===== config.mk =====
export PLATFORM = sky130hd
export DESIGN_NAME = muldiv_unit_flat
export DESIGN_NICKNAME = d
export VERILOG_FILES = /design/src/rtl/muldiv_unit_if.sv /design/src/rtl/muldiv_unit.sv /design/src/flat_wrapper.sv
export SDC_FILE = /design/constraint.sdc
export NUM_CORES = 1
export LEC_CHECK = 0
export ABC_CLOCK_PERIOD_IN_PS = 5700
export CAP_MARGIN = 20
export CELL_PAD_IN_SITES_DETAIL_PLACEMENT = 0
export CELL_PAD_IN_SITES_GLOBAL_PLACEMENT = 1
export CORE_ASPECT_RATIO = 1.75
export CORE_UTILIZATION = 40
export DETAILED_ROUTE_END_ITERATION = 8
export PLACE_DENSITY = 0.85
export SLEW_MARGIN = 20
export SYNTH_ARGS = -nofsm -noshare
export SYNTH_HDL_FRONTEND = slang
export SYNTH_SLANG_ARGS = --single-unit

===== constraint.sdc =====
create_clock -name clk -period 5.7 [get_ports clk]
set_input_delay 1.425 -clock clk [delete_from_list [all_inputs] [get_ports clk]]
set_output_delay 1.425 -clock clk [all_outputs]
set_load 0.005 [all_outputs]

===== src/rtl/muldiv_unit_if.sv =====
// muldiv_unit_if: request/result bundle between the EX stage and the
// iterative multiply/divide unit. The master side issues operations and
// MTHI/MTLO moves; the slave side (muldiv_unit) returns HI/LO and status.
interface muldiv_unit_if #(
    parameter int WIDTH = 32
);
    logic             start;
    logic [1:0]       op;
    logic [WIDTH-1:0] data1;
    logic [WIDTH-1:0] data2;
    logic             mthi;
    logic             mtlo;
    logic [WIDTH-1:0] wr_data;
    logic [WIDTH-1:0] hi;
    logic [WIDTH-1:0] lo;
    logic             busy;
    logic             done;

    modport master (
        output start, op, data1, data2, mthi, mtlo, wr_data,
        input  hi, lo, busy, done
    );

    modport slave (
        input  start, op, data1, data2, mthi, mtlo, wr_data,
        output hi, lo, busy, done
    );
endinterface


===== src/rtl/muldiv_unit.sv =====
// muldiv_unit: iterative MULT/MULTU/DIV/DIVU for the MIPS EX stage.
// Radix-2 shift-add multiply and restoring divide, one bit per cycle, on
// operand magnitudes; signs are applied in a final FIX cycle that writes
// the architectural HI/LO registers.
// Optional feature: define MULDIV_EARLY_OUT_EN to let a multiply leave for
// FIX as soon as the remaining multiplier magnitude is zero.
module muldiv_unit #(
    parameter int WIDTH = 32
) (
    input  logic          clk,
    input  logic          rst,
    muldiv_unit_if.slave  bus
);
    localparam int CW = $clog2(WIDTH);
    localparam logic [WIDTH-1:0]   ONE_W  = 1;
    localparam logic [2*WIDTH-1:0] ONE_2W = 1;

    typedef enum logic [1:0] {IDLE, MUL, DIV, FIX} state_t;

    state_t             r_state;
    logic [WIDTH-1:0]   r_hi;
    logic [WIDTH-1:0]   r_lo;
    logic               r_busy;
    logic               r_done;
    logic [2*WIDTH-1:0] r_acc;
    logic [2*WIDTH-1:0] r_opA;
    logic [WIDTH-1:0]   r_opB;
    logic [CW-1:0]      r_count;
    logic               r_isDiv;
    logic               r_negRes;
    logic               r_negRem;
    logic               r_divZero;

    logic               w_signed;
    logic [WIDTH-1:0]   w_absA;
    logic [WIDTH-1:0]   w_absB;
    logic [2*WIDTH-1:0] w_mulAcc;
    logic [WIDTH-1:0]   w_mplierNext;
    logic               w_mulLast;
    logic [WIDTH:0]     w_divPart;
    logic [WIDTH:0]     w_divDiff;
    logic               w_divFits;
    logic [WIDTH-1:0]   w_newRem;
    logic [2*WIDTH-1:0] w_prod;
    logic [WIDTH-1:0]   w_quot;
    logic [WIDTH-1:0]   w_rem;

    assign w_signed = ~bus.op[0];
    assign w_absA   = (w_signed && bus.data1[WIDTH-1]) ? (~bus.data1 + ONE_W) : bus.data1;
    assign w_absB   = (w_signed && bus.data2[WIDTH-1]) ? (~bus.data2 + ONE_W) : bus.data2;

    // Multiply step: add the left-shifting multiplicand when the current
    // multiplier LSB is set.
    assign w_mulAcc     = r_acc + (r_opB[0] ? r_opA : '0);
    assign w_mplierNext = r_opB >> 1;

`ifdef MULDIV_EARLY_OUT_EN
    assign w_mulLast = (w_mplierNext == '0);
`else
    assign w_mulLast = (r_count == CW'(WIDTH - 1));
`endif

    // Restoring divide step: remainder lives in r_acc's upper half, the
    // quotient shifts into the lower half, dividend bits come from r_opA.
    assign w_divPart = {r_acc[2*WIDTH-1:WIDTH], r_opA[WIDTH-1]};
    assign w_divDiff = w_divPart - {1'b0, r_opB};
    assign w_divFits = ~w_divDiff[WIDTH];
    assign w_newRem  = w_divFits ? w_divDiff[WIDTH-1:0] : w_divPart[WIDTH-1:0];

    // Sign correction applied in FIX. A zero divisor leaves the dividend
    // magnitude as remainder, which re-signed equals the raw dividend.
    assign w_prod = r_negRes ? (~r_acc + ONE_2W) : r_acc;
    assign w_quot = r_divZero ? '1 :
                    (r_negRes ? (~r_acc[WIDTH-1:0] + ONE_W) : r_acc[WIDTH-1:0]);
    assign w_rem  = r_negRem ? (~r_acc[2*WIDTH-1:WIDTH] + ONE_W) : r_acc[2*WIDTH-1:WIDTH];

    // Control FSM with registered HI/LO, busy and done.
    always_ff @(posedge clk or negedge rst) begin
        if (!rst) begin
            r_state   <= IDLE;
            r_hi      <= '0;
            r_lo      <= '0;
            r_busy    <= 1'b0;
            r_done    <= 1'b0;
            r_acc     <= '0;
            r_opA     <= '0;
            r_opB     <= '0;
            r_count   <= '0;
            r_isDiv   <= 1'b0;
            r_negRes  <= 1'b0;
            r_negRem  <= 1'b0;
            r_divZero <= 1'b0;
        end else begin
            r_done <= 1'b0;
            case (r_state)
                IDLE: begin
                    if (bus.start) begin
                        r_opA     <= {{WIDTH{1'b0}}, w_absA};
                        r_opB     <= w_absB;
                        r_acc     <= '0;
                        r_count   <= '0;
                        r_isDiv   <= bus.op[1];
                        r_negRes  <= w_signed & (bus.data1[WIDTH-1] ^ bus.data2[WIDTH-1]);
                        r_negRem  <= w_signed & bus.data1[WIDTH-1];
                        r_divZero <= (bus.data2 == '0);
                        r_busy    <= 1'b1;
                        r_state   <= bus.op[1] ? DIV : MUL;
                    end else begin
                        if (bus.mthi) r_hi <= bus.wr_data;
                        if (bus.mtlo) r_lo <= bus.wr_data;
                    end
                end
                MUL: begin
                    r_acc   <= w_mulAcc;
                    r_opA   <= r_opA << 1;
                    r_opB   <= w_mplierNext;
                    r_count <= r_count + CW'(1);
                    if (w_mulLast) r_state <= FIX;
                end
                DIV: begin
                    r_acc   <= {w_newRem, r_acc[WIDTH-2:0], w_divFits};
                    r_opA   <= r_opA << 1;
                    r_count <= r_count + CW'(1);
                    if (r_count == CW'(WIDTH - 1)) r_state <= FIX;
                end
                FIX: begin
                    if (r_isDiv) begin
                        r_hi <= w_rem;
                        r_lo <= w_quot;
                    end else begin
                        r_hi <= w_prod[2*WIDTH-1:WIDTH];
                        r_lo <= w_prod[WIDTH-1:0];
                    end
                    r_busy  <= 1'b0;
                    r_done  <= 1'b1;
                    r_state <= IDLE;
                end
                default: r_state <= IDLE;
            endcase
        end
    end

    assign bus.hi   = r_hi;
    assign bus.lo   = r_lo;
    assign bus.busy = r_busy;
    assign bus.done = r_done;
endmodule


===== src/flat_wrapper.sv =====
// flat-port wrapper written by rule: the top's interface ports become plain ports
module muldiv_unit_flat 
#(
    parameter int WIDTH = 32
)
  (clk, rst, bus_start, bus_op, bus_data1, bus_data2, bus_mthi, bus_mtlo, bus_wr_data, bus_hi, bus_lo, bus_busy, bus_done);
  muldiv_unit_if #(.WIDTH(WIDTH)) bus_i ();
  input  logic clk;
  input  logic rst;
  input wire logic [$bits(bus_i.start)-1:0] bus_start;
  input wire logic [$bits(bus_i.op)-1:0] bus_op;
  input wire logic [$bits(bus_i.data1)-1:0] bus_data1;
  input wire logic [$bits(bus_i.data2)-1:0] bus_data2;
  input wire logic [$bits(bus_i.mthi)-1:0] bus_mthi;
  input wire logic [$bits(bus_i.mtlo)-1:0] bus_mtlo;
  input wire logic [$bits(bus_i.wr_data)-1:0] bus_wr_data;
  output wire logic [$bits(bus_i.hi)-1:0] bus_hi;
  output wire logic [$bits(bus_i.lo)-1:0] bus_lo;
  output wire logic [$bits(bus_i.busy)-1:0] bus_busy;
  output wire logic [$bits(bus_i.done)-1:0] bus_done;
  assign bus_i.start = bus_start;
  assign bus_i.op = bus_op;
  assign bus_i.data1 = bus_data1;
  assign bus_i.data2 = bus_data2;
  assign bus_i.mthi = bus_mthi;
  assign bus_i.mtlo = bus_mtlo;
  assign bus_i.wr_data = bus_wr_data;
  assign bus_hi = bus_i.hi;
  assign bus_lo = bus_i.lo;
  assign bus_busy = bus_i.busy;
  assign bus_done = bus_i.done;
  muldiv_unit #(.WIDTH(WIDTH)) u_core (.clk(clk), .rst(rst), .bus(bus_i));
endmodule

==> results_dict.tcl, run 1 <==
set metrics [dict create \
    htreeDepth 1 \
    clock_sinks 237 \
    crit_end "u_core.r_acc[41]" \
    crit_start "u_core.r_opB[0]" \
    vias 18900 \
    synth_warnings 0 \
    post_cts_buffers 0 \
    power_switching_mw 5.68 \
    met3_usage_pct 3.36 \
    via_per_inst 6.01 \
    use_met2_pct 52.4 \
    rr_worst_depth 14 \
    worst_ep_arrival_time_ns 5.10 \
    ys_types 75 \
    grt_overflow 0 \
    async_flop_share_pct 100 \
    rsz0062_at_grt "no" \
    critPathMaxStageDelay_ns 0.57 \
    instances_no_fill 3141 \
    drc 2 \
    cp.required_ns 6.14 \
    syn_inst 2435 \
    wl_per_cell_um 22.8 \
    setup_violations 0 \
    numCtsBuffers 25 \
    ant_nets 0 \
    fin_util_pct 47.0 \
    p_int_mw 5.78 \
    synth_most_common_cell "nand2_1" \
    cts_hold_buf 0 \
    seqPwrFrac_pct 24.9 \
    min_period_over_period_pct 81.7 \
    ys_top_cells_by_count "nand2_1 (274), dfrtp_1 (237), a21oi_1 (221)" \
    synth.top_cell.area_share_pct 30.8 \
    wl_um 71500 \
    maxCapViolCount 0 \
    fmax_ghz 0.215 \
    dieArea_mm2 0.0491 \
    grt_util_all_layers_pct 29.0 \
    crit_path_cell_trace "buf_4 -> ha_1 -> inv_1 -> fa_1 -> a211oi_1 -> o211ai_1 -> a32oi_1 -> o2111ai_1 -> and3_1 -> o41ai_1 -> nor2_4 -> mux2_1 -> a221oi_1 -> nor2_1" \
    relSlewSlack_pct 28.4 \
    drv_slew 0 \
    synth_top_area_cell "dfrtp_1" \
    end_kind "register" \
    use_met1_pct 31.1 \
    p_comb_share_pct 59.8 \
    hp-class "reg2reg" \
    dpl-instance-area_mm2 0.0215 \
    place_inst 3096 \
    ir_drop_uv 550 \
    io_buffers 168 \
    timing.rr.start "u_core.r_opB[0]" \
    ioPinCount 169 \
    clock_latency_ns 0.57 \
    start_util_pct 40.5 \
    setup_tns_ns 0 \
    row_count 106 \
    synth-adder-area-share_pct 7.09 \
    syn_area_per_cell_um2 7.91 \
    grt_busiest_layer "met2" \
    finalNetCount 2740 \
    critPathMaxFanout 36 \
    synth_fp_nets 2646 \
    violations "design-rule violations" \
    grt_pass1_wl_um 110000 \
    grt_pass1_vias 18800 \
    design_area_mm2 0.0224 \
    antenna_found_initial 1 \
    syn_to_final_growth_pct 16.2 \
    clockRootBuffer "clkbuf_16" \
    syn-cell-area_mm2 0.0193 \
    r2r_setup_slack_ns 1.04 \
    core-area_mm2 0.0476 \
    synth-simple-area-share_pct 18.8 \
    timing.rr.end "u_core.r_acc[41]" \
    layout-drive-gt1-share_pct 4.40 \
    grt_max_degree 106 \
    p_leak_nw 9.86 \
    hold_slack_ns 0.481 \
    finalClockSkew_ns 0.0278 \
    cts_tree "yes" \
    finalHoldViolCount 0 \
    ys_seq_elements 237 \
    powerDensity_mw_per_mm2 512 \
    timing.final.crit_period_ns 4.66 \
    synth_area_leaders "dfrtp_1 (31%), ha_1 (6.9%), a21oi_1 (5.7%)" \
    synthMuxAreaShare_pct 2.32 \
    synth_xor_area_share_pct 9.05 \
    gp_congestion 1.05 \
    dr.pass1.iters 7 \
    cp_slowest_cell "o41ai_1" \
    synth_top_family_by_area "compound AO/OA/AOI/OAI gates" \
    synth_edf_count 0 \
    clk_path_buf_depth 3 \
    hpwl_um 56100 \
    synth-seq-area-share_pct 30.8 \
    cts_resized 0 \
    tightest_slew_ns 1.07 \
    switching_share_pct 49.6 \
    outcome "finished, violations left" \
    worstSetupPathType "reg2reg" \
    drtIter0Drc 1343 \
    clkSlewWorstSetupHoldPaths_ns 0.07 \
    worst_setup_path_start_kind "register" \
    synth_compound_gate_area_share_pct 27.7 \
    clkPwrFrac_pct 15.3 \
    chipWidth_um 168 \
    synth-main-ff-cell "dfrtp_1" \
    die_h_um 292 \
]
[metrics by stage]
step	power [mW]	setup WS (ns)
floorplan	7.21	1.77
global placement	9.50	1.15
detailed placement	9.63	1.11
CTS	11.4	1.09
global route	12.3	0.760
finish	11.5	1.04
[power groups by stage]
stage / Clock (mW) / Combinational [mW] / Sequential [mW]
3_3_place_gp: 0 / 6.66 / 2.84
5_1_grt: 1.85 / 7.52 / 2.92
2_1_floorplan: 0 / 4.53 / 2.68
6_report: 1.76 / 6.85 / 2.85
4_1_cts: 1.78 / 6.78 / 2.84
3_5_place_dp: 0 / 6.75 / 2.87
[cell usage in the layout, fill, tap and decap left out, drive strengths merged, types with 6 or more instances in the layout]
cell type        n
o22ai           36
nand4           29
a221oi           6
nor4            18
o31a             7
nor3            33
buf             39
o211ai          13
mux2             6
a22oi           43
a211oi          16
nor2b            9
and2            73
a21oi          221
o31ai           28
a22o            37
o41ai           11
nor2           173
dfrtp          237
xor2           103
o21a             7
mux2i           38
nand3           31
a21o            49
a31oi           16
nand2          274
inv             81
clkbuf          29
nand2b          27
clkdlybuf4s50  167
ha             106
o21ai          307
xnor2           96
or2              9
or4             22
and3            15
or3             35
o21bai          25
o221ai          12
[cells by family after synthesis]
kind of cell	after synthesis
compound gates	874
simple gates	756
flops	237
buf+inv	217
xor+xnor	199
fa+ha+maj	108
mux	44
[area by class of cell]
cell class              instances  area, µm²
repair buffers                206       2000
fillers                      4663      25200
well taps                     594        743
multi-input cells            1981      12600
inverters                      78        293
clock inverters                15        200
flip-flops and latches        237       5930
clock buffers                  29        651
diodes                          1       2.50
[how the worst min path moves through the flow]
stage | from | end | slack (ns) | cells after the start
floorplan | u_core.r_divZero | u_core.r_divZero | 0.45 | 2
global placement | u_core.bus.lo[5] | u_core.bus.lo[5] | 0.46 | 2
detailed placement | u_core.bus.lo[8] | u_core.bus.lo[8] | 0.47 | 2
CTS | u_core.bus.hi[25] | u_core.bus.hi[25] | 0.49 | 1
global route | u_core.bus.hi[5] | u_core.bus.hi[5] | 0.51 | 1
finish | u_core.bus.lo[0] | u_core.bus.lo[0] | 0.48 | 2
[critical path, delay by kind of cell, from the launching register on]
| family | cells | cell delay [ns] |
|---|---|---|
| flip-flops | 1 | 0.36 |
| AO/OA/AOI/OAI | 6 | 2.13 |
| adder cells (fa/ha/maj) | 2 | 0.71 |
| multiplexers | 1 | 0.39 |
| AND/OR/NAND/NOR | 3 | 0.61 |
| buffers and inverters | 2 | 0.33 |
[sequential cells by signal, summed over array words and instances, names as in the netlist]
name and count:
u_core.r_isDiv 1, u_core.r_negRes 1, u_core.r_count 5, u_core.bus.lo 32, u_core.r_opA 64, u_core.r_opB 32, u_core.r_state 2, u_core.r_negRem 1
u_core.bus.hi 32, u_core.bus.done 1, u_core.r_acc 64, u_core.r_divZero 1, u_core.bus.busy 1
[metal layers]
metal	up-vias	share of wire, %
li1	8995	-
met1	9016	37
met2	626	50
met3	223	4.6
met4	2	7.8
met5	-	0.018
Power figures use the tool's default switching activity.
==> inputs of run 2 (changes only) <==
- ABC_CLOCK_PERIOD_IN_PS: 5700 -> 3930
- PLACE_DENSITY: 0.85 -> 0.88
- clock period: 5.7 -> 3.93 ns (I/O delays scaled with it)
==> run 2 against run 1 <==
Core utilization is 2.5 points higher. Cell area is 5.4% higher. Final cell count is 4.7% higher. Fmax is 23% higher. Non-clock buffer count is 150 higher. Critical endpoint is now u_core.r_acc[59]. Global-route usage is 2.3 points higher. The flow now finishes without violations. Die area stayed put. Sequential share of layout area is 1.3 points lower. Clock skew is 0.0051 ns lower.
==> results_dict.tcl, run 2 (synthesis gave the netlist of run 1 again) <==
set metrics [dict create \
    outcome "complete, no violations" \
    dieArea_mm2 0.0491 \
    gp_congestion 1.04 \
    grt_pass1_wl_um 117000 \
    switching_share_pct 48.9 \
    rr_worst_depth 15 \
    finalClockSkew_ns 0.0227 \
    worst_setup_path_start_kind "register" \
    cp.required_ns 4.42 \
    numCtsBuffers 25 \
    core-area_mm2 0.0476 \
    final_common_cell "nand2_1" \
    min_period_over_period_pct 96.6 \
    wl_um 77100 \
    critPathMaxStageDelay_ns 0.51 \
    cts_tree "yes" \
    maxCapViolCount 0 \
    p_comb_share_pct 62.7 \
    path_buf_inv 3 \
    vias 19600 \
    clock_sinks 237 \
    rsz0062_at_grt "no" \
    worst_ep_arrival_time_ns 4.29 \
    total_power_mw 17.5 \
    htreeDepth 1 \
    hp-class "in2async" \
    drv_slew 0 \
    clk_path_buf_depth 3 \
    layout-drive-gt1-share_pct 9.91 \
    timing.final.crit_period_ns 3.80 \
    instances_no_fill 3290 \
    hpwl_um 62400 \
    fin_util_pct 49.5 \
    critPathMaxFanout 29 \
    clock_latency_ns 0.57 \
    ant_nets 0 \
    worstSetupPathType "reg2reg" \
    dr.pass1.iters 6 \
    seqPwrFrac_pct 23.1 \
    chipWidth_um 168 \
    timing.rr.end "u_core.r_acc[59]" \
    row_count 106 \
    setup_ws_ns 0.134 \
    clkSlewWorstSetupHoldPaths_ns 0.07 \
    p_int_mw 8.97 \
    syn_to_final_growth_pct 22.4 \
    grt_max_degree 91 \
    largestRegisters "u_core.r_acc (64), u_core.r_opA (64)" \
    dpl-instance-area_mm2 0.0227 \
    grt_overflow 0 \
    grt_util_all_layers_pct 31.3 \
    via_per_inst 5.96 \
    tightest_slew_ns 0.846 \
    pre_cts_slack_ns -0.139 \
    crit_family "compound AO/OA/AOI/OAI gates" \
    clockRootBuffer "clkbuf_16" \
    setup_violations 0 \
    ioPinCount 169 \
    clkPwrFrac_pct 14.2 \
    timing.rr.start "u_core.r_opB[0]" \
    fmax_ghz 0.263 \
    mostFrequentLayoutCells "nand2_1 (274), dfrtp_1 (236), a21oi_1 (221), buf_4 (183), o21ai_0 (173)" \
    place_inst 3245 \
    end_kind "register" \
    power_switching_mw 8.58 \
    drtIter0Drc 1176 \
    grt_pass1_vias 19800 \
    wl_per_cell_um 23.4 \
    powerDensity_mw_per_mm2 744 \
    antenna_found_initial 1 \
    io_buffers 168 \
    p_leak_nw 10.6 \
    relSlewSlack_pct 43.1 \
    r2r_setup_slack_ns 0.13 \
    die_h_um 292 \
    crit_path_cell_trace "buf_12 -> and2_1 -> ha_1 -> buf_4 -> o211ai_1 -> o211a_1 -> o31a_1 -> or4_1 -> nand3_1 -> buf_4 -> a311oi_1 -> a21oi_1 -> xor2_1 -> a22oi_1 -> o21ai_1" \
    nFillCells 4633 \
    ir_drop_uv 520 \
    drc 0 \
    finalHoldViolCount 0 \
    cp_slowest_cell "or4_1" \
    start_util_pct 40.5 \
    cp_common_cell "buf_4" \
    design_area_mm2 0.0236 \
    finalNetCount 2890 \
]
run 2: changes by cell type in the layout (fill, tap and decap cells not counted), sizes merged:
cell      delta
buf        +150
bufinv       -1
clkbuf       +5
clkinv       -1
clkinvlp     -2
inv          -2
run 2: how the worst max path moves through the flow:
stage                          startpoint          endpoint  slack [ns]  cells past startpoint
after floorplan           u_core.r_opB[0]  u_core.r_acc[60]       0.002                     15
after global placement      bus_data1[15]  u_core.r_opA[31]       -0.13                     12
after detailed placement    bus_data1[15]  u_core.r_opA[31]       -0.14                     12
after CTS                 u_core.r_opB[0]  u_core.r_acc[60]       0.001                     13
after global routing      u_core.r_opB[0]  u_core.r_acc[60]       0.008                     13
final                     u_core.r_opB[0]  u_core.r_acc[59]        0.13                     15
run 2: layer usage:
metal	global-route usage, %	share of wire, %	vias up
met4	22.4	7.9	0
met5	0	0	-
met1	31.0	35	9399
met2	59.2	53	677
li1	-	-	9304
met3	4.36	5.0	232
run 2: area by class of cell:
class | count | area, µm² | area share [%]
tap | 594 | 743 | 3.15
multi-input combinational | 1981 | 12600 | 53.5
inverter | 78 | 293 | 1.24
clock inverter | 9 | 136 | 0.578
sequential | 237 | 5930 | 25.1
clock buffer | 34 | 689 | 2.92
timing repair buffer | 356 | 3170 | 13.4
antenna | 1 | 2.50 | 0.0106
run 2: repair_timing:
| action | in CTS | in global routing |
|---|---|---|
| setup endpoints to repair | 2 | 16 |
| buffers inserted | 0 | 0 |
| resized for setup | 3 | 10 |
| pin swaps | 0 | 2 |
| hold buffers | 0 | 0 |
run 2: worst reg2reg max path, delay by kind of cell (launching register included):
kind	cells	cell delay, ns
xor gates and xnor gates	1	0.32
and+or+nand+nor	3	0.86
DFF	1	0.45
adders and majority gates	1	0.31
buffers and inverters	3	0.48
AOI/OAI and AO/OA	7	1.31
run 2: metrics by stage:
| stage | TNS, ns | hold WS (ns) |
|---|---|---|
| 2_1_floorplan | 0 | 0.448 |
| 3_3_place_gp | -0.223 | 0.461 |
| 3_5_place_dp | -0.232 | 0.472 |
| 4_1_cts | 0 | 0.462 |
| 5_1_grt | 0 | 0.490 |
| 6_report | 0 | 0.430 |
run 2: power groups by stage:
stage	Sequential (mW)	Combinational (mW)	Clock, mW
floorplan	3.88	6.57	0
global placement	4.06	10.7	0
detailed placement	4.10	10.8	0
CTS	4.06	10.9	2.52
global route	4.16	12.0	2.60
finish	4.06	11.0	2.49
==> inputs of run 3 (changes only) <==
- PLACE_DENSITY: 0.88 -> 0.74
==> run 3 against run 2 <==
Final cell count rose by 0.52%. Hold slack better by 0.0036 ns. Fmax is 2.4% lower. Critical endpoint is now u_core.r_acc[60]. Highest routed layer unchanged.
==> results_dict.tcl, run 3 (synthesis gave the netlist of run 1 again) <==
set metrics [dict create \
    clkPwrFrac_pct 16.6 \
    core-area_mm2 0.0476 \
    p_int_mw 9.30 \
    cts_hold_buf 0 \
    numCtsBuffers 26 \
    dieArea_mm2 0.0491 \
    mostFrequentLayoutCells "nand2_1 (274), dfrtp_1 (236), a21oi_1 (220), buf_4 (191), o21ai_0 (174)" \
    seqPwrFrac_pct 23.1 \
    layout-drive-gt1-share_pct 11.1 \
    p_leak_nw 10.8 \
    worst_setup_path_start_kind "register" \
    drtIter0Drc 1052 \
    fmax_ghz 0.257 \
    grt_pass1_vias 19000 \
    setup_ws_ns 0.0422 \
    row_count 106 \
    power_switching_mw 8.38 \
    vias 19200 \
    cts_tree "yes" \
    io_buffers 168 \
    r2r_setup_slack_ns 0.04 \
    worst_ep_arrival_time_ns 4.33 \
    die_h_um 292 \
    chipWidth_um 168 \
    wl_um 70800 \
    powerDensity_mw_per_mm2 737 \
    clock_sinks 237 \
    ant_nets 0 \
    grt_busiest_layer "met2" \
    syn_to_final_growth_pct 24.6 \
    critPathMaxStageDelay_ns 0.45 \
    clk_path_buf_depth 3 \
    finalNetCount 2905 \
    clockRootBuffer "clkbuf_16" \
    use_met2_pct 54.3 \
    finalHoldViolCount 0 \
    antenna_cells 0 \
    grt_overflow 0 \
    dr.pass1.iters 5 \
    hp-class "in2async" \
    grt_pass1_wl_um 108000 \
    maxCapViolCount 0 \
    antenna_found_initial 0 \
    ioPinCount 169 \
    timing.final.crit_period_ns 3.89 \
    grt_max_degree 88 \
    hpwl_um 56300 \
    drv_slew 0 \
    outcome "complete, no violations" \
    end_kind "register" \
    rr_worst_depth 16 \
    clkSlewWorstSetupHoldPaths_ns 0.06 \
    setup_violations 0 \
    met3_usage_pct 2.00 \
    nFillCells 4672 \
    timing.rr.end "u_core.r_acc[60]" \
    use_met1_pct 31.8 \
    critPathMaxFanout 6 \
    start_util_pct 40.5 \
    switching_share_pct 47.4 \
    p_comb_share_pct 60.3 \
    drc 0 \
    gp_congestion 0.917 \
    crit_family "compound AO/OA/AOI/OAI gates" \
    setup_tns_ns 0 \
    tightest_slew_ns 1.01 \
    clock_latency_ns 0.57 \
    path_buf_inv 3 \
    grt_util_all_layers_pct 28.3 \
    largestRegisters "u_core.r_acc (64), u_core.r_opA (64)" \
    ir_drop_uv 475 \
    final_common_cell "nand2_1" \
    finalClockSkew_ns 0.0137 \
    htreeDepth 1 \
    worstSetupPathType "reg2reg" \
    pre_cts_slack_ns -0.179 \
    relSlewSlack_pct 32.8 \
    via_per_inst 5.81 \
    wl_per_cell_um 21.4 \
    crit_path_cell_trace "buf_12 -> and2_4 -> ha_4 -> fa_2 -> a211oi_2 -> o21ai_2 -> o311a_1 -> o31ai_2 -> buf_4 -> nor4_4 -> o31ai_2 -> buf_4 -> o2111ai_2 -> a31oi_1 -> xnor2_1 -> a221o_1" \
    cp_slowest_cell "dfrtp_2" \
    timing.rr.start "u_core.r_opB[0]" \
    rsz0062_at_grt "yes" \
    min_period_over_period_pct 98.9 \
    cp.required_ns 4.38 \
]
run 3: power by group through the flow:
| stage | Sequential (mW) | Clock, mW | Combinational, mW |
|---|---|---|---|
| final | 4.09 | 2.93 | 10.7 |
| after global routing | 4.18 | 3.07 | 11.7 |
| after CTS | 4.08 | 2.98 | 10.4 |
| after detailed placement | 4.12 | 0 | 10.4 |
| after global placement | 4.08 | 0 | 10.2 |
| after floorplan | 3.88 | 0 | 6.57 |
run 3: per-layer routing:
layer	part of all wire [%]	up-vias
li1	-	9333
met1	39	9266
met2	54	495
met3	3.3	132
met4	4.3	0
met5	0	-
run 3: worst max-delay path by stage:
stage / start / endpoint / slack (ns) / cells after the start
global placement: u_core.r_opB[0] / u_core.r_acc[60] / -0.07 / 16
CTS: u_core.r_opB[0] / u_core.r_acc[60] / 0.01 / 16
finish: u_core.r_opB[0] / u_core.r_acc[60] / 0.04 / 16
floorplan: u_core.r_opB[0] / u_core.r_acc[60] / 0.002 / 15
global route: u_core.r_opB[0] / u_core.r_acc[60] / -0.1 / 16
detailed placement: u_core.r_opB[0] / u_core.r_acc[60] / -0.18 / 16
run 3: what timing repair did:
item                                    in CTS  in global routing
pin swaps                                    5                 18
endpoints found under the setup margin       3                 23
setup buffers                                0                 17
cloned                                       0                  1
resized for setup                            3                 26
run 3: final cells by class:
cell class              count  area (µm²)  area share, %
inverters                  78         293           1.22
multi-input cells        1981       12700           52.9
repair buffers            370        3310           13.8
flip-flops and latches    237        5930           24.7
well taps                 594         743           3.10
clock buffers              32         713           2.97
clock inverters            15         302           1.26
run 3: per-stage QoR:
step           hold WS [ns]  cell area (µm²)  power, mW  util [%]  std cells
2_1_floorplan         0.448            19300       10.5         -       2435
3_3_place_gp          0.461            22700       14.3      47.6       3241
3_5_place_dp          0.470            22700       14.5      47.6       3241
4_1_cts               0.475            23700       17.5      49.8       3288
5_1_grt               0.490            24000       18.9      50.4       3307
6_report              0.434            24000       17.7      50.4       3307
==> RTL change 1, RTL diff (settings of run 3) <==
`WIDTH` is set to 32 in 3 places; all go to 16.
--- a/src/rtl/muldiv_unit_if.sv
+++ b/src/rtl/muldiv_unit_if.sv
@@ -3,5 +3,5 @@
 // MTHI/MTLO moves; the slave side (muldiv_unit) returns HI/LO and status.
 interface muldiv_unit_if #(
-    parameter int WIDTH = 32
+    parameter int WIDTH = 16
 );
     logic             start;
--- a/src/rtl/muldiv_unit.sv
+++ b/src/rtl/muldiv_unit.sv
@@ -6,5 +6,5 @@
 // FIX as soon as the remaining multiplier magnitude is zero.
 module muldiv_unit #(
-    parameter int WIDTH = 32
+    parameter int WIDTH = 16
 ) (
     input  logic          clk,
--- a/src/flat_wrapper.sv
+++ b/src/flat_wrapper.sv
@@ -2,5 +2,5 @@
 module muldiv_unit_flat 
 #(
-    parameter int WIDTH = 32
+    parameter int WIDTH = 16
 )
   (clk, rst, bus_start, bus_op, bus_data1, bus_data2, bus_mthi, bus_mtlo, bus_wr_data, bus_hi, bus_lo, bus_busy, bus_done);
Interface: changed (5 resized); port bits go from 169 to 89. The function was not compared with the original's and may differ.
==> RTL change 1 against run 3 <==
- design area down 51%
- non-clock buffer count down 248
- sequential cell count down 113
- total power down 41%
- worst setup slack better by 0.38 ns
- largest power group unchanged
- area after synthesis down 49%
- routed wire length down 58%
- critical endpoint is now u_core.r_acc[20]
- clock power down 41%
- highest routed layer unchanged
==> RTL change 1: results (changes against run 3) <==
status: "finished clean"
drt_iter0_drc: 510  # -52%
port-buffer-count: 88  # -48%
grt_use_total_pct: 24.82  # -3.4 points
numCtsBuffers: 17  # -35%
dp.final_hpwl_um: 23240  # -59%
fin_worst_skew_ns: 0.008770  # -0.004931 ns
vias: 9088  # -53%
crit_path_top_delay_cell: "dfrtp_1"
buffers: 122  # -67%
inv_count: 40  # -49%
worst-r2r-setup-slack_ns: 0.42  # +0.38 ns
ys_seq_area_share_pct: 31.87  # +1.1 points
grt_max_degree: 54  # -39%
nMultiInputCombCells: 974  # -51%
layout.nonclk_buf_share_pct: 9.828  # -4.0 points
clock_area_share_pct: 5.461  # +1.2 points
synth.avg_cell_area_um2: 8.114  # +2.5%
clkbuf_count: 22  # -31%
dpl.cell_count: 1568  # -52%
cp-endpoint: "u_core.r_acc[20]"
grt_pass1_vias: 8905  # -53%
multi_input_area_share_pct: 53.51  # +0.57 points
grtUsageMet1_pct: 28.74  # -3.0 points
synth_area_leaders: "dfrtp_1 (32%), ha_1 (7.3%), o21ai_0 (6.2%)"
synth_commonest_cells: "nand2_1 (145), dfrtp_1 (124), o21ai_0 (121), a21oi_1 (88), nor2_1 (78)"
h-tree-depth: 4  # +3
r2r_cells: 12  # -4
ir_worst_vdd_mv: 0.4475  # -5.7%
hold_path_class: "flip-flop to flip-flop"
cts_resized: 0  # -3
globalplace.congestion: 0.8552  # -6.8%
worstPathArrival_ns: 3.83  # -0.50 ns
period_needed_ns: 3.506  # -0.3820 ns
start_util_pct: 40.69  # +0.22 points
grt_first_pass_wirelength_um: 48100  # -55%
slew_headroom_pct: 31.69  # -1.1 points
-- RTL change 1: changes by cell type in the layout (fill, tap and decap cells not counted), moves of 30 or more --
cell and delta:
buf_4 -157, a21oi_1 -132, nand2_1 -129, o21ai_1 -128, dfrtp_1 -112, nor2_1 -94
clkdlybuf4s50_1 -80, xor2_1 -64, o21ai_0 -54, xnor2_1 -48, ha_1 -44, inv_1 -40
and2_1 -37, a22oi_1 -30
-- RTL change 1: through the flow --
stage	utilization (%)	hold WS (ns)	instance area, um2	power, mW
global route	48.73	0.4807	11660	11.25
CTS	48.73	0.4780	11660	10.47
finish	48.73	0.4758	11660	10.42
global placement	46.07	0.4589	11020	8.645
detailed placement	46.07	0.4651	11020	8.700
floorplan	-	0.4431	9737	6.641
-- RTL change 1: cells by family (layout without fill, tap and decap cells) --
group | after synthesis | after routing | share of synthesized area [%]
AND/OR/NAND/NOR | 410 | 410 | 20.26
AO/OA/AOI/OAI | 387 | 387 | 24.97
flip-flops | 124 | 124 | 31.87
buffers and inverters | 102 | 194 | 4.086
XOR/XNOR | 87 | 87 | 7.826
adder cells (fa/ha/maj) | 59 | 59 | 7.736
multiplexers | 31 | 31 | 3.251
-- RTL change 1: power breakdown --
| part | internal [mW] | leakage, nW | switching (mW) |
|---|---|---|---|
| Sequential | 1.83 | 1.60 | 0.586 |
| Combinational | 2.54 | 3.23 | 3.73 |
| Clock | 1.11 | 0.306 | 0.618 |
| Total | 5.49 | 5.14 | 4.93 |
-- RTL change 1: routing by layer --
layer	vias up	routed length, um
met1	4339	12180
met3	61	773
met4	0	1317
met2	199	15470
li1	4489	-
met5	-	0
==> RTL change 2, RTL diff (config.mk and constraints of run 3) <==
Without the edit above. The 4 states of `state_t` get a one-hot encoding in 4 bits.
--- a/src/rtl/muldiv_unit.sv
+++ b/src/rtl/muldiv_unit.sv
@@ -16,5 +16,5 @@
     localparam logic [2*WIDTH-1:0] ONE_2W = 1;
 
-    typedef enum logic [1:0] {IDLE, MUL, DIV, FIX} state_t;
+    typedef enum logic [3:0] {IDLE = 4'b0001, MUL = 4'b0010, DIV = 4'b0100, FIX = 4'b1000} state_t;
 
     state_t             r_state;
Formal check against the unedited RTL: no difference found for any inputs over 4 cycles, from zero or initial values and one cycle with rst low; so few cycles prove little.
==> RTL change 2 against run 3 <==
- design area decreased by 1.7%
- critical path type unchanged
- count of clock-buffer cells in the layout increased by 2
- via count increased by 0.35%
- sequential share of layout area increased by 0.65 points
- total power decreased by 26%
- sequential cell count increased by 2
- area after synthesis decreased by 1.4%
- highest routed layer unchanged
- worst setup slack improved by 0.079 ns
- final cell count decreased by 2.0%
- first-iteration DRC count increased by 36%
- critical path depth unchanged
- routed wire length increased by 7.4%
- non-clock buffer count increased by 8
==> RTL change 2: results (changes against run 3) <==
status: "finished clean"
layout.area.seq_um2: 5983  # +0.86%
globalplace.congestion: 0.9464  # +3.2%
use_met3_pct: 2.465  # +0.47 points
clock_area_share_pct: 3.835  # -0.39 points
synth_adder_area_share_pct: 6.926  # -0.16 points
layout-drive-gt1-share_pct: 11.95  # +0.86 points
wl_per_cell_um: 23.47  # +9.7%
layoutNonFillerInstCount: 3240  # -2.0%
first_pass_iters: 6  # +1
grt_pass1_vias: 19700  # +3.9%
crit_path_max_incr_delay_ns: 0.45  # about the same
root_buffer: "clkbuf_16"
wl_met1_um: 26370  # -3.3%
crit_path_top_delay_cell: "dfrtp_2"
synthMuxAreaShare_pct: 0.8559  # -1.5 points
drt_iter0_drc: 1428  # +36%
hold_path_class: "primary input to asynchronous set/reset pin"
clkbuf_count: 34  # +6.3%
place_ws_ns: -0.1513  # +0.02782 ns
inv_count: 81  # +3.8%
grt_use_total_pct: 31.23  # +3.0 points
buffers: 378  # +2.2%
synth_xor_area_share_pct: 9.355  # +0.31 points
nMultiInputCombCells: 1904  # -3.9%
grt_first_pass_wirelength_um: 115700  # +7.2%
syn_nets: 2572  # -2.8%
fillers: 4611  # -1.3%
nets: 2838  # -2.3%
synth_cell_type_count: 76  # +1.3%
cap_violations: 0  # unchanged
crit_fanout: 16  # +10
numCtsBuffers: 27  # +3.8%
grt_use_met2_pct: 61.84  # +7.5 points
h-tree-depth: 1  # unchanged
reg_top3: "u_core.r_acc x64, u_core.r_opA x64"
multi_input_area_um2: 12320  # -3.0%
grt_max_degree: 92  # +4.5%
worstPathArrival_ns: 4.24  # -0.09 ns
synth_area_leaders: "dfrtp_1 (31%), o21ai_0 (6.9%), ha_1 (6.7%)"
clk-insertion-delay-late_ns: 0.58
layout.nonclk_buf_share_pct: 14.15  # +0.34 points
grtUsageMet1_pct: 30.82  # -0.94 points
synth_seq_cells: 239  # +0.84%
dr_wl_met3_um: 2378  # +1.1%
dp.final_hpwl_um: 60470  # +7.5%
met2_length_um: 42220  # +11%
vias: 19290  # +0.35%
slew_headroom_pct: 43.98  # +11 points
ys_seq_area_share_pct: 31.48  # +0.70 points
fin_worst_skew_ns: 0.01468  # +0.0009807 ns
synth_commonest_cells: "nand2_1 (277), o21ai_0 (261), dfrtp_1 (238), a21oi_1 (199), nor2_1 (137)"
highest_layer: "met4"
p_leak_nw: 10.51  # -2.8%
syn-instance-count: 2365  # -2.9%
cp_top_family: "compound AO/OA/AOI/OAI gates"
synth-main-ff-cell: "dfrtp_1"
synth_compound_area_share_pct: 29.09  # +1.4 points
ir_worst_vdd_mv: 0.3730  # -21%
RTL change 2: cell count changes in the layout (fill, tap and decap cells not counted), moves of 7 or more:
cell / change
a21oi_1: -26
nor2_1: -37
nand2b_1: -7
xor2_1: -28
nand4_1: -7
buf_4: +13
xnor2_1: +30
o21ai_0: +84
o21ai_1: -86
or4_1: -9
mux2i_1: -24
or3_1: -11
a22oi_1: +24
RTL change 2: power breakdown:
part / switching, mW / leakage (nW) / total, mW / internal, mW
Combinational: 3.66 / 6.97 / 6.52 / 2.86
Clock: 1.17 / 0.435 / 2.65 / 1.48
Sequential: 0.726 / 3.11 / 3.92 / 3.20
Total: 5.56 / 10.5 / 13.1 / 7.54
RTL change 2: repair_timing:
| item | in CTS | in global routing |
|---|---|---|
| gates resized for setup | 7 | 19 |
| pin swaps | 1 | 6 |
| hold endpoints to repair | 0 | 0 |
| setup buffers | 0 | 2 |
| endpoints found under the setup margin | 6 | 28 |
| hold buffers | 0 | 0 |
RTL change 2: final timing paths:
check / start / slack (ns) / to / cells after the start
worst max register to register: u_core.r_opB[0] / 0.12 / u_core.r_acc[50] / 16
min in group clk: u_core.bus.lo[14] / 0.48 / u_core.bus.lo[14] / 2
worst max-delay path: u_core.r_opB[0] / 0.12 / u_core.r_acc[50] / 16
max in group asynchronous: rst / 2.56 / u_core.r_opB[0] / 2
worst min register to register: u_core.bus.lo[14] / 0.48 / u_core.bus.lo[14] / 2
worst min-delay path: rst / 0.43 / u_core.bus.hi[9] / 1
RTL change 2: through the flow:
stage / setup TNS [ns] / hold slack [ns] / cell area (um2)
after CTS: 0 / 0.4568 / 23480
after global placement: -0.3029 / 0.4608 / 22550
after floorplan: 0 / 0.4484 / 19000
after global routing: -0.01171 / 0.4895 / 23590
final: 0 / 0.4310 / 23590
after detailed placement: -0.4220 / 0.4690 / 22550
